[config.mk]
export PLATFORM = sky130hd
export DESIGN_NAME = hazard_unit
export DESIGN_NICKNAME = d
export VERILOG_FILES = /design/src/rtl/hazard_unit.sv
export SDC_FILE = /design/constraint.sdc
export NUM_CORES = 1
export LEC_CHECK = 0
export ABC_AREA = 1
export CAP_MARGIN = 10
export CORE_UTILIZATION = 53
export DETAILED_ROUTE_END_ITERATION = 8
export MAX_ROUTING_LAYER = met4
export PLACE_DENSITY = 0.81
export SETUP_SLACK_MARGIN = 0.05
export SYNTH_ARGS = -nofsm -noshare
export SYNTH_HDL_FRONTEND = slang
export SYNTH_SLANG_ARGS = --single-unit
[constraint.sdc]
create_clock -name clk -period 2.1 [get_ports clk]
set_input_delay 0.315 -clock clk [delete_from_list [all_inputs] [get_ports clk]]
set_output_delay 0.315 -clock clk [all_outputs]
set_load 0.005 [all_outputs]
[src/rtl/hazard_unit.sv]
// Hazard and forwarding controller for the 5-stage MIPS pipeline.
// Tracks EX/MEM/WB destinations to drive stalls and operand forwarding.
package hazard_pkg;

  typedef struct packed {
    logic       valid;
    logic [4:0] dest;
    logic       reg_write;
    logic       mem_read;
  } slot_t;

  typedef struct packed {
    slot_t      s;
    logic [4:0] rs;
    logic [4:0] rt;
  } ex_slot_t;

  typedef enum logic [1:0] {
    FWD_RF  = 2'b00,
    FWD_WB  = 2'b01,
    FWD_MEM = 2'b10
  } fwd_t;

endpackage

module hazard_unit
  import hazard_pkg::*;
#(
  parameter int STALL_CNT_W = 16
) (
  input  logic                   clk,
  input  logic                   rst_n,
  input  logic                   validID,
  input  logic [4:0]             rsID,
  input  logic [4:0]             rtID,
  input  logic                   usesRsID,
  input  logic                   usesRtID,
  input  logic                   branchID,
  input  logic [4:0]             destID,
  input  logic                   regWriteID,
  input  logic                   memReadID,
  output logic                   Stall,
  output logic                   ForwardAD,
  output logic                   ForwardBD,
  output logic [1:0]             ForwardAE,
  output logic [1:0]             ForwardBE,
  output logic [STALL_CNT_W-1:0] stallCount
);

  ex_slot_t ex;
  slot_t    mem;
  slot_t    wb;

  logic load_use;
  logic br_alu;
  logic br_load;
  fwd_t fwd_a;
  fwd_t fwd_b;

  function automatic logic writes(
    input slot_t      s,
    input logic [4:0] r
  );
    return s.valid && s.reg_write &&
           (s.dest == r) && (r != 5'd0);
  endfunction

  // A load in MEM has no data yet, so only WB may supply it.
  function automatic fwd_t fwd_sel(
    input slot_t      m,
    input slot_t      w,
    input logic [4:0] r
  );
    fwd_t sel;
    sel = FWD_RF;
    if (writes(m, r) && !m.mem_read)
      sel = FWD_MEM;
    else if (writes(w, r))
      sel = FWD_WB;
    return sel;
  endfunction

  always_comb begin
    load_use = 1'b0;
    br_alu   = 1'b0;
    br_load  = 1'b0;
    if (ex.s.mem_read) begin
      load_use = (usesRsID && writes(ex.s, rsID)) ||
                 (usesRtID && writes(ex.s, rtID));
    end
    if (branchID) begin
      br_alu  = writes(ex.s, rsID) ||
                writes(ex.s, rtID);
      br_load = mem.mem_read &&
                (writes(mem, rsID) ||
                 writes(mem, rtID));
    end
  end

  assign Stall = validID &&
                 (load_use || br_alu || br_load);

  assign ForwardAD = branchID &&
                     writes(mem, rsID) &&
                     !mem.mem_read;
  assign ForwardBD = branchID &&
                     writes(mem, rtID) &&
                     !mem.mem_read;

  always_comb begin
    fwd_a = fwd_sel(mem, wb, ex.rs);
    fwd_b = fwd_sel(mem, wb, ex.rt);
  end

  assign ForwardAE = fwd_a;
  assign ForwardBE = fwd_b;

  always_ff @(posedge clk or negedge rst_n) begin
    if (!rst_n) begin
      ex  <= '0;
      mem <= '0;
      wb  <= '0;
    end else begin
      wb  <= mem;
      mem <= ex.s;
      if (validID && !Stall) begin
        ex.s.valid     <= 1'b1;
        ex.s.dest      <= destID;
        ex.s.reg_write <= regWriteID;
        ex.s.mem_read  <= memReadID;
        ex.rs          <= rsID;
        ex.rt          <= rtID;
      end else begin
        ex <= '0;
      end
    end
  end

  always_ff @(posedge clk or negedge rst_n) begin
    if (!rst_n)
      stallCount <= '0;
    else if (Stall && (stallCount != '1))
      stallCount <= stallCount + STALL_CNT_W'(1);
  end

endmodule

* Yosys cells after proc, flatten, opt, wreduce, memory -nomap -nowiden *
Cells that the tools add are included.

cells by class
  reductions and logical operators = 42
  add/sub/neg operators = 1
  mux-type cells = 8
  equality and inequality tests = 9

operator list
  cell                   number
  $eq 5x5->1             8
  $logic_and 1x1->1      31
  $reduce_bool 5->1      4
  $mux 18                1
  $add 16x1->16 const B  1
  $ne 16x16->1 const B   1
  $logic_or 1x1->1       5
  $mux 1                 5
  $mux 2                 2
  $logic_not 1->1        2

word-level totals
  input bits = 23
  register bits after elaboration = 49
  output and inout bits = 23

* Logic depth before layout (Yosys ltp) *
Gate-level depths: netlist (run 1).

  word-level depth = 12
  gate-level depth with buffers = 14
  gate-level depth less buffers = 13

* Worst setup path before layout (run 1) *
No wires, ideal clock.

  path kind = register -> register
  from = register stallCount[0]
  to = register stallCount[10]
  arrival = 1.625 ns
  clock period less this slack = 1.742 ns
  setup time = 0.118 ns
  required time = 1.982 ns
  cell stages (with the launch flop) = 9
  setup slack = 0.358 ns
  cell sequence = dfrtp_1 -> ha_1 -> nand3_2 -> nor3b_4 -> nand3_2 -> nand3b_4 -> buf_2 -> nand4_1 -> nand2_1

between the ends
  word-level cells in the longest chain between the ends = 2
  elaborated cells on any way between the ends = 3

RTL lines
  item                                                                   line  text
  start: declaration                                                     47    output logic [STALL_CNT_W-1:0] stallCount
  start signal: assignment                                               143   stallCount <= stallCount + STALL_CNT_W'(1);
  parallel branches: the longest is 2 deep, another holds $add 16x1->16  -

Parallel ways; which one is timed is not known.
A chain may end at the register's enable or synchronous reset.

* Final worst setup path (run 1) *
  from = register mem[5] (netlist name)
  to = output Stall

between the ends
  word-level cells in the longest chain between the ends = 8
  elaborated cells on any way between the ends = 11

RTL lines
  item                      line  text
  start: declaration        51    slot_t mem;
  start signal: assignment  125   mem <= ex.s;
  $eq 5x5->1                65    (s.dest == r) && (r != 5'd0);
  $logic_and 1x1->1         64    return s.valid && s.reg_write &&
  $logic_and 1x1->1         65
  $logic_or 1x1->1 *        95    (writes(mem, rsID) ||
  $logic_and 1x1->1 *       94    br_load = mem.mem_read &&
  $mux 1 *                  91    if (branchID) begin
  $logic_or 1x1->1 *        101   (load_use || br_alu || br_load);
  $logic_and 1x1->1 *       100   assign Stall = validID &&
  end: declaration          42    output logic Stall,

Every way passes the cells marked *; elsewhere a longest branch is shown, timed or not.

==> impl_metrics.ini, run 1 <==
[clock_tree]
insertion_delay_ps = 310
cts.sinks = 49
cts_tree = built
clk_pin_slew_ps = 90
cts-buffers-inserted = 5
root_buffer = clkbuf_8
cts_max_path_buffers = 2
h-tree-depth = 2

[critical_path]
path_class = register to primary output
r2r_end = stallCount[0]
startpoint_type = register
r2r_slack_ps = 200
cp_max_fo = 4
arrival_ps = 1770
critPathCaptureType = primary output
required_ps = 1780
r2r_start = stallCount[1]
worstRegToRegCells = 8

[yosys]
syn_inst = 356
synth_top_cell_by_area = dfrtp_1
syn_area_um2 = 2740
yosysWarningCount = 0
synth.ff_latch_count = 49
synth_cell_type_count = 31
avgSynthCellArea_um2 = 7.69
synthTopCellsByArea = dfrtp_1 45%, nand2_1 15%, inv_1 5.6%, nor2_1 5.1%, xor2_1 4.5%
yosysSeqAreaShare_pct = 44.8
syn_nets = 380
netlist.area_leader.share_pct = 44.8

[hold_path]
hold_start = ex[11]
hold-path-endpoint = mem[1]
hp-class = register to register
whs_path_depth = 0

[cells_and_area]
n_antenna_cell = 0
nets = 472
final_common_cell = nand2_1
layout_common_cells = 110 x nand2_1, 44 x dfrtp_1, 35 x inv_1, 35 x buf_4, 31 x nor2_1
nFillCells = 322
post-route-util_pct = 78.7
drive_gt1_share_pct = 24.9
area_growth_pct = 39.4

[timing]
rsz0062_at_grt = yes
setup_viol = 0
max_slew_margin_pct = 66.1
min_period_over_period_pct = 99.2
fin_ws_ps = 16.1
fmax_ghz = 0.480
tightest_slew_ps = 508
finalMaxSlewViolations = 0
finalCriticalPeriod_ps = 2080
skew_ps = 9.98
hold_viol_final = 0

[place]
place_ws_ps = -423
gp_congestion = 0.994
port_buffers = 45
dp_hpwl_um = 5060

[power_and_ir_drop]
power_per_cell_area_nw_per_um2 = 509
fin_total_pwr_w = 0.00194
leakagePower_nw = 1.93
peakVddDrop_uv = 455

[grt]
grt_pass1_vias = 2581
overflow = 0
grt_pass1_wl_um = 11800
grt_usage_pct = 30.2
grt_max_degree = 29
antenna_found_initial = 0

[floorplan]
core_um2 = 4850
die_h_um = 73.9
start_util_pct = 56.5
die_x_um = 73.9
rows = 25
io_pins = 46
die-area_um2 = 5460

[status]
status = finished, final reports clean

[routing]
wl_per_cell_um = 14.0
drtAntennaViolNets = 0
vias = 2697
totalWireLength_um = 7230
drtIter0Drc = 168
drtPass1Iterations = 5
drc = 0
via_per_inst = 5.23

[run]
maxCapViolCount = 0
==> synth_stat cells <==
master	n
nand2_1	112
dfrtp_1	49
inv_1	41
nor2_1	37
nand3_1	19
nand4_1	19
xor2_1	14
xnor2_1	13
inv_2	9
nor3_1	9
a21oi_1	7
nand3_2	4
buf_2	3
buf_1	2
nor4_1	2
a2111oi_0	1
a211oi_1	1
a21boi_1	1
buf_6	1
ha_1	1
nand3_4	1
nand3b_1	1
nand3b_4	1
nor3b_1	1
nor3b_4	1
o2111ai_1	1
o21ai_0	1
o21ai_1	1
o221ai_1	1
o22ai_1	1
or2_2	1
==> worst max path at each step <==
stage / start / end / depth (start not counted)
after global placement: rsID[3] / Stall / 10
after global routing: mem[5] / Stall / 9
after CTS: mem[3] / Stall / 11
after detailed placement: rsID[3] / Stall / 10
after floorplan: stallCount[0] / stallCount[10] / 8
final: mem[5] / Stall / 9
==> layer usage <==
| layer | track usage [%] | vias up | wire length (µm) |
|---|---|---|---|
| met4 | 11.5 | 0 | 142 |
| met2 | 47.1 | 103 | 3440 |
| li1 | - | 1310 | - |
| met3 | 5.62 | 12 | 401 |
| met5 | - | - | 0 |
| met1 | 39.1 | 1272 | 3250 |
==> stage by stage <==
step           hold WS [ps]  area [µm²]  instances  TNS (ps)
6_report                385        3810        516         0
5_1_grt                 393        3810        516      -125
4_1_cts                 384        3750        514         0
3_5_place_dp            310        3450        487     -3000
3_3_place_gp            314        3450        487     -1930
2_1_floorplan          19.4        2740        356         0
==> cell type report <==
| type | count | area, µm² | area share [%] |
|---|---|---|---|
| Multi-Input combinational cell | 251 | 1420 | 37.1 |
| Sequential cell | 49 | 1230 | 32.3 |
| Clock inverter | 3 | 26.3 | 0.689 |
| Inverter | 50 | 188 | 4.92 |
| Clock buffer | 5 | 68.8 | 1.80 |
| Tap cell | 67 | 83.8 | 2.20 |
| Timing Repair Buffer | 91 | 801 | 21.0 |
==> critical path, stage by stage, from the launching register on <==
cell and delay (ps):
dfrtp_2 460, buf_6 130, a21oi_2 110, nand2_1 60, nor2_1 110, nand2_1 90, a21oi_2 160, o21ai_2 80
a21boi_1 140, buf_2 130
==> flip-flops by register name (all words and copies together) (netlist names) <==
register and flops:
mem 8, stallCount 16, wb 7, ex 18
==> timing repair <==
| item | in CTS | in global routing |
|---|---|---|
| hold buffers | 1 | 0 |
| hold endpoints to repair | 21 | 0 |
| buffers inserted | 18 | 4 |
| pin swaps | 11 | 15 |
| endpoints found under the setup margin | 7 | 13 |
| resized for setup | 54 | 28 |
==> power breakdown <==
group          internal, W  switching [W]  total [W]  leakage (nW)
sequential        0.000982      0.0000417    0.00102         0.638
combinational     0.000165       0.000175   0.000340          1.25
clock             0.000242       0.000337   0.000579        0.0423
total              0.00139       0.000553    0.00194          1.93
==> cells by family after synthesis <==
group,share of synthesized area (%)
fa+ha+maj,0.457
compound gates,3.38
flops,44.8
xor+xnor,8.64
simple gates,34.6
buf+inv,8.09
Power figures use the tool's default switching activity.
==> run 2, diff against run 1 <==
==> constraint.sdc (replaced) <==
create_clock -name clk -period 2.1 [get_ports clk]
set_input_delay 0.315 -clock clk [delete_from_list [all_inputs] [get_ports clk]]
set_output_delay 0.315 -clock clk [all_outputs]
set_load 0.01 [all_outputs]
==> impl_metrics.ini, run 2 (synthesis results as in run 1) <==
[status]
status = finished with violations
violations = negative setup slack

[routing]
totalWireLength_um = 7200
wl_per_cell_um = 14.1
drtIter0Drc = 273
vias = 2691
drc = 0
drtAntennaViolNets = 0
via_per_inst = 5.29
drtPass1Iterations = 5

[cells_and_area]
layout_common_cells = 111 x nand2_1, 47 x dfrtp_1, 35 x inv_1, 34 x buf_4, 33 x nor2_1
largest_reg_flops = 18
post-route-util_pct = 77.1
stdcell_count = 509
top_register = ex
reg.largest.list = ex (18), stallCount (16), mem (8)
area_growth_pct = 36.6
final_common_cell = nand2_1
finalInstanceArea_um2 = 3740
nets = 465
register_area_um2 = 1230
n_antenna_cell = 0
nFillCells = 370
drive_gt1_share_pct = 20.6
multi_input_area_um2 = 1370

[critical_path]
arrival_ps = 1820
critPathCaptureType = primary output
required_ps = 1780
path_class = register to primary output
cp_max_fo = 3
startpoint_type = register

[power_and_ir_drop]
leakagePower_nw = 1.94
power_per_cell_area_nw_per_um2 = 572
peakVddDrop_uv = 519

[clock_tree]
root_buffer = clkbuf_8
clk_pin_slew_ps = 90
cts_max_path_buffers = 2
cts-buffers-inserted = 5
insertion_delay_ps = 300
cts_tree = built
cts.sinks = 49
h-tree-depth = 2

[timing]
max_slew_margin_pct = 70.7
finalCriticalPeriod_ps = 2140
fin_ws_ps = -37.2
finalHoldWorstSlack_ps = 341
rsz0062_at_grt = yes
skew_ps = 9.48
finalMaxSlewViolations = 0
fmax_ghz = 0.468
hold_viol_final = 0
setup_viol = 1
min_period_over_period_pct = 102
tightest_slew_ps = 440

[place]
gp_congestion = 0.984
dp_cells = 493
port_buffers = 45
dp_hpwl_um = 5240
postPlaceCellArea_um2 = 3480

[grt]
grt_usage_pct = 28.5
grt_pass1_wl_um = 11300
grt_max_degree = 21
antenna_found_initial = 0
overflow = 0
grt_pass1_vias = 2497

[floorplan]
core_um2 = 4850
die-area_um2 = 5460
die_h_um = 73.9
rows = 25
start_util_pct = 56.5
io_pins = 46
die_x_um = 73.9

[hold_path]
hp-class = input port to register

[run]
maxCapViolCount = 0
[run 2: changes by cell type in the layout (fill, tap and decap cells not counted), sizes merged]
cell	before	now
nand3	24	25
buf	50	43
dlymetal6s2s	0	6
clkinvlp	2	0
bufinv	0	2
dlygate4sd2	10	4
clkbuf	8	7
[run 2: report_power, final]
group	internal, W	leakage [nW]	switching [W]
Clock	0.000479	0.0687	0.000321
Sequential	0.000981	0.642	0.0000386
Combinational	0.000147	1.23	0.000169
Total	0.00161	1.94	0.000529
[run 2: layout make-up]
cell class | instances | area share, %
Clock inverter | 3 | 1.84
Clock buffer | 5 | 1.84
Timing Repair Buffer | 83 | 19.5
Inverter | 50 | 5.09
Sequential cell | 49 | 32.9
Tap cell | 67 | 2.24
Multi-Input combinational cell | 252 | 36.6
[run 2: final timing paths]
path                                        to          start  slack, ps  cells after the start
worst max-delay path                     Stall         mem[5]        -40                      9
worst min-delay path                     ex[0]        rtID[0]        340                      3
worst max register to register  stallCount[11]  stallCount[1]        180                      8
worst min register to register          mem[0]         ex[10]        380                      0
max in group asynchronous               mem[2]          rst_n       1030                      3
min in group asynchronous        stallCount[1]          rst_n        480                      2
[run 2: critical path, cell delays in order (launching register included)]
cell and delay (ps):
dfrtp_1 410, buf_6 140, a21oi_1 160, nand2_1 70, nor2_1 110, nand2_1 100
a21oi_2 160, o21ai_2 80, a21boi_1 150, buf_2 140
[run 2: layer usage]
layer  global-route usage (%)  share of wire (%)  up-vias
met4                     8.33                1.5        0
li1                         -                  -     1302
met1                     40.2                 46     1264
met2                     42.7                 47      112
met3                     3.84                6.3       13
met5                        -                  0        -
[run 2: per-stage QoR]
step	power, W	worst slack (ps)	TNS (ps)
after floorplan	0.00116	315	0
after global placement	0.00131	-425	-1840
after detailed placement	0.00132	-454	-3610
after CTS	0.00213	-11.6	-11.6
after global routing	0.00222	-158	-243
final	0.00214	-37.2	-37.2
[run 2: timing repair]
item | in CTS | in global routing
hold endpoints to repair | 18 | 0
setup endpoints to repair | 7 | 25
hold buffers | 1 | 0
gates resized for setup | 36 | 26
buffers inserted | 2 | 4
cloned | 0 | 1
pin swaps | 2 | 10
==> run 3, diff against run 2 <==
--- a/config.mk
+++ b/config.mk
@@ -7,10 +7,11 @@
 export LEC_CHECK = 0
 export ABC_AREA = 1
 export CAP_MARGIN = 10
-export CORE_UTILIZATION = 53
+export CORE_UTILIZATION = 60
 export DETAILED_ROUTE_END_ITERATION = 8
+export DONT_BUFFER_PORTS = 1
 export MAX_ROUTING_LAYER = met4
-export PLACE_DENSITY = 0.81
+export PLACE_DENSITY = 0.77
 export SETUP_SLACK_MARGIN = 0.05
 export SYNTH_ARGS = -nofsm -noshare
 export SYNTH_HDL_FRONTEND = slang
==> impl_metrics.ini, run 3 (synthesis results as in run 1) <==
[clock_tree]
h-tree-depth = 2
cts_max_path_buffers = 2
cts-buffers-inserted = 5
clk_pin_slew_ps = 80
cts.sinks = 49
root_buffer = clkbuf_8
insertion_delay_ps = 300
cts_tree = built

[cells_and_area]
drive_gt1_share_pct = 14.1
reg.largest.list = ex (18), stallCount (16), mem (8)
nets = 394
top_register = ex
n_antenna_cell = 0
largest_reg_flops = 18
layout_common_cells = 108 x nand2_1, 44 x dfrtp_1, 41 x inv_1, 35 x nor2_1
post-route-util_pct = 69.4
finalInstanceArea_um2 = 3040
area_growth_pct = 11.2
final_common_cell = nand2_1

[timing]
finalMaxSlewViolations = 0
setup_tns_ps = 0
min_period_over_period_pct = 95.7
hold_viol_final = 0
setup_viol = 0
finalCriticalPeriod_ps = 2010
tightest_slew_ps = 390
rsz0062_at_grt = yes
finalHoldWorstSlack_ps = 101
skew_ps = 5.55
fmax_ghz = 0.497
max_slew_margin_pct = 74.0

[power_and_ir_drop]
combPwrFrac_pct = 11.1
intPower_w = 0.00141
power_per_cell_area_nw_per_um2 = 615
p_sw_share_pct = 24.7
p_clk_share_pct = 34.5
leakagePower_nw = 1.57
switching_power_w = 0.000462
peakVddDrop_uv = 517
pwr-share-seq_pct = 54.4

[routing]
drc = 0
via_per_inst = 5.51
dr_wl_met3_um = 377
vias = 2325
drtAntennaViolNets = 0
routed.top_layer = met4
met2WireLength_um = 2810
m1WireLength_um = 2820
drtPass1Iterations = 4
drtIter0Drc = 174
wl_per_cell_um = 14.5
totalWireLength_um = 6110

[critical_path]
required_ps = 1780
slowest_delay_ps = 450
cp_cell_sequence = buf_4 -> xnor2_1 -> nand4_1 -> nor4_1 -> buf_4 -> nor3_1
cpMaxStageDelayCell = dfrtp_2
cp.buffers_inverters = 2
crit_family = flip-flops
arrival_ps = 1700
timing.critical_path.mode_cell = buf_4
critPathCaptureType = primary output
cp_max_fo = 4
startpoint_type = register
path_class = register to primary output

[grt]
antenna_found_initial = 0
grt_pass1_wl_um = 10100
grt_max_degree = 50
grt_usage_pct = 27.3
overflow = 0
grt_pass1_vias = 2117

[floorplan]
die_h_um = 69.5
start_util_pct = 62.4
die-area_um2 = 4840
die_x_um = 69.5
rows = 24
core_um2 = 4380
io_pins = 46

[place]
dp_hpwl_um = 4320
port_buffers = 0
postPlaceCellArea_um2 = 2810
gp_congestion = 0.881

[status]
status = finished, final reports clean

[hold_path]
hp-class = input port to register

[run]
maxCapViolCount = 0
## run 3: power by group through the flow
stage / combinational [W] / clock (W) / sequential (W)
after global routing: 0.000234 / 0.000690 / 0.00102
after detailed placement: 0.000163 / 0 / 0.00104
after floorplan: 0.000127 / 0 / 0.00103
after CTS: 0.000193 / 0.000661 / 0.00102
after global placement: 0.000159 / 0 / 0.00104
final: 0.000207 / 0.000645 / 0.00102
## run 3: final cells by class
type,count,area [µm²]
Tap cell,52,65.1
Inverter,50,188
Timing Repair Buffer,13,120
Clock inverter,2,35.0
Clock buffer,5,68.8
Fill cell,346,1340
Multi-Input combinational cell,251,1330
Sequential cell,49,1230
## run 3: per-stage QoR
step                      std cells  total power [W]  setup WS (ps)
after floorplan                 356          0.00116            315
after global placement          407          0.00119            316
after detailed placement        407          0.00120            230
after CTS                       416          0.00187           59.0
after global routing            422          0.00195          -14.9
final                           422          0.00187           89.9
## run 3: what timing repair did
action                                  in CTS  in global routing
endpoints found under the setup margin       1                  4
pin swaps                                    0                  5
setup buffers                                0                  6
endpoints found under the hold margin       49                  0
hold buffers                                 2                  0
gates resized for setup                      2                 15
## run 3: worst paths after layout
| path | from | endpoint | slack, ps | cells past startpoint |
|---|---|---|---|---|
| max in group asynchronous | rst_n | mem[2] | 1370 | 2 |
| min | destID[2] | ex[14] | 100 | 2 |
| max | mem[5] | ForwardBE[0] | 90 | 6 |
| max reg2reg | mem[5] | ex[6] | 200 | 12 |
| min reg2reg | mem[1] | wb[1] | 400 | 0 |
| min in group asynchronous | rst_n | wb[6] | 500 | 2 |
## run 3: metal layers
metal / vias to the layer above / GRT usage [%]
met1: 1079 / 38.0
met5: - / -
met3: 8 / 6.10
li1: 1155 / -
met4: 0 / 9.30
met2: 83 / 39.9
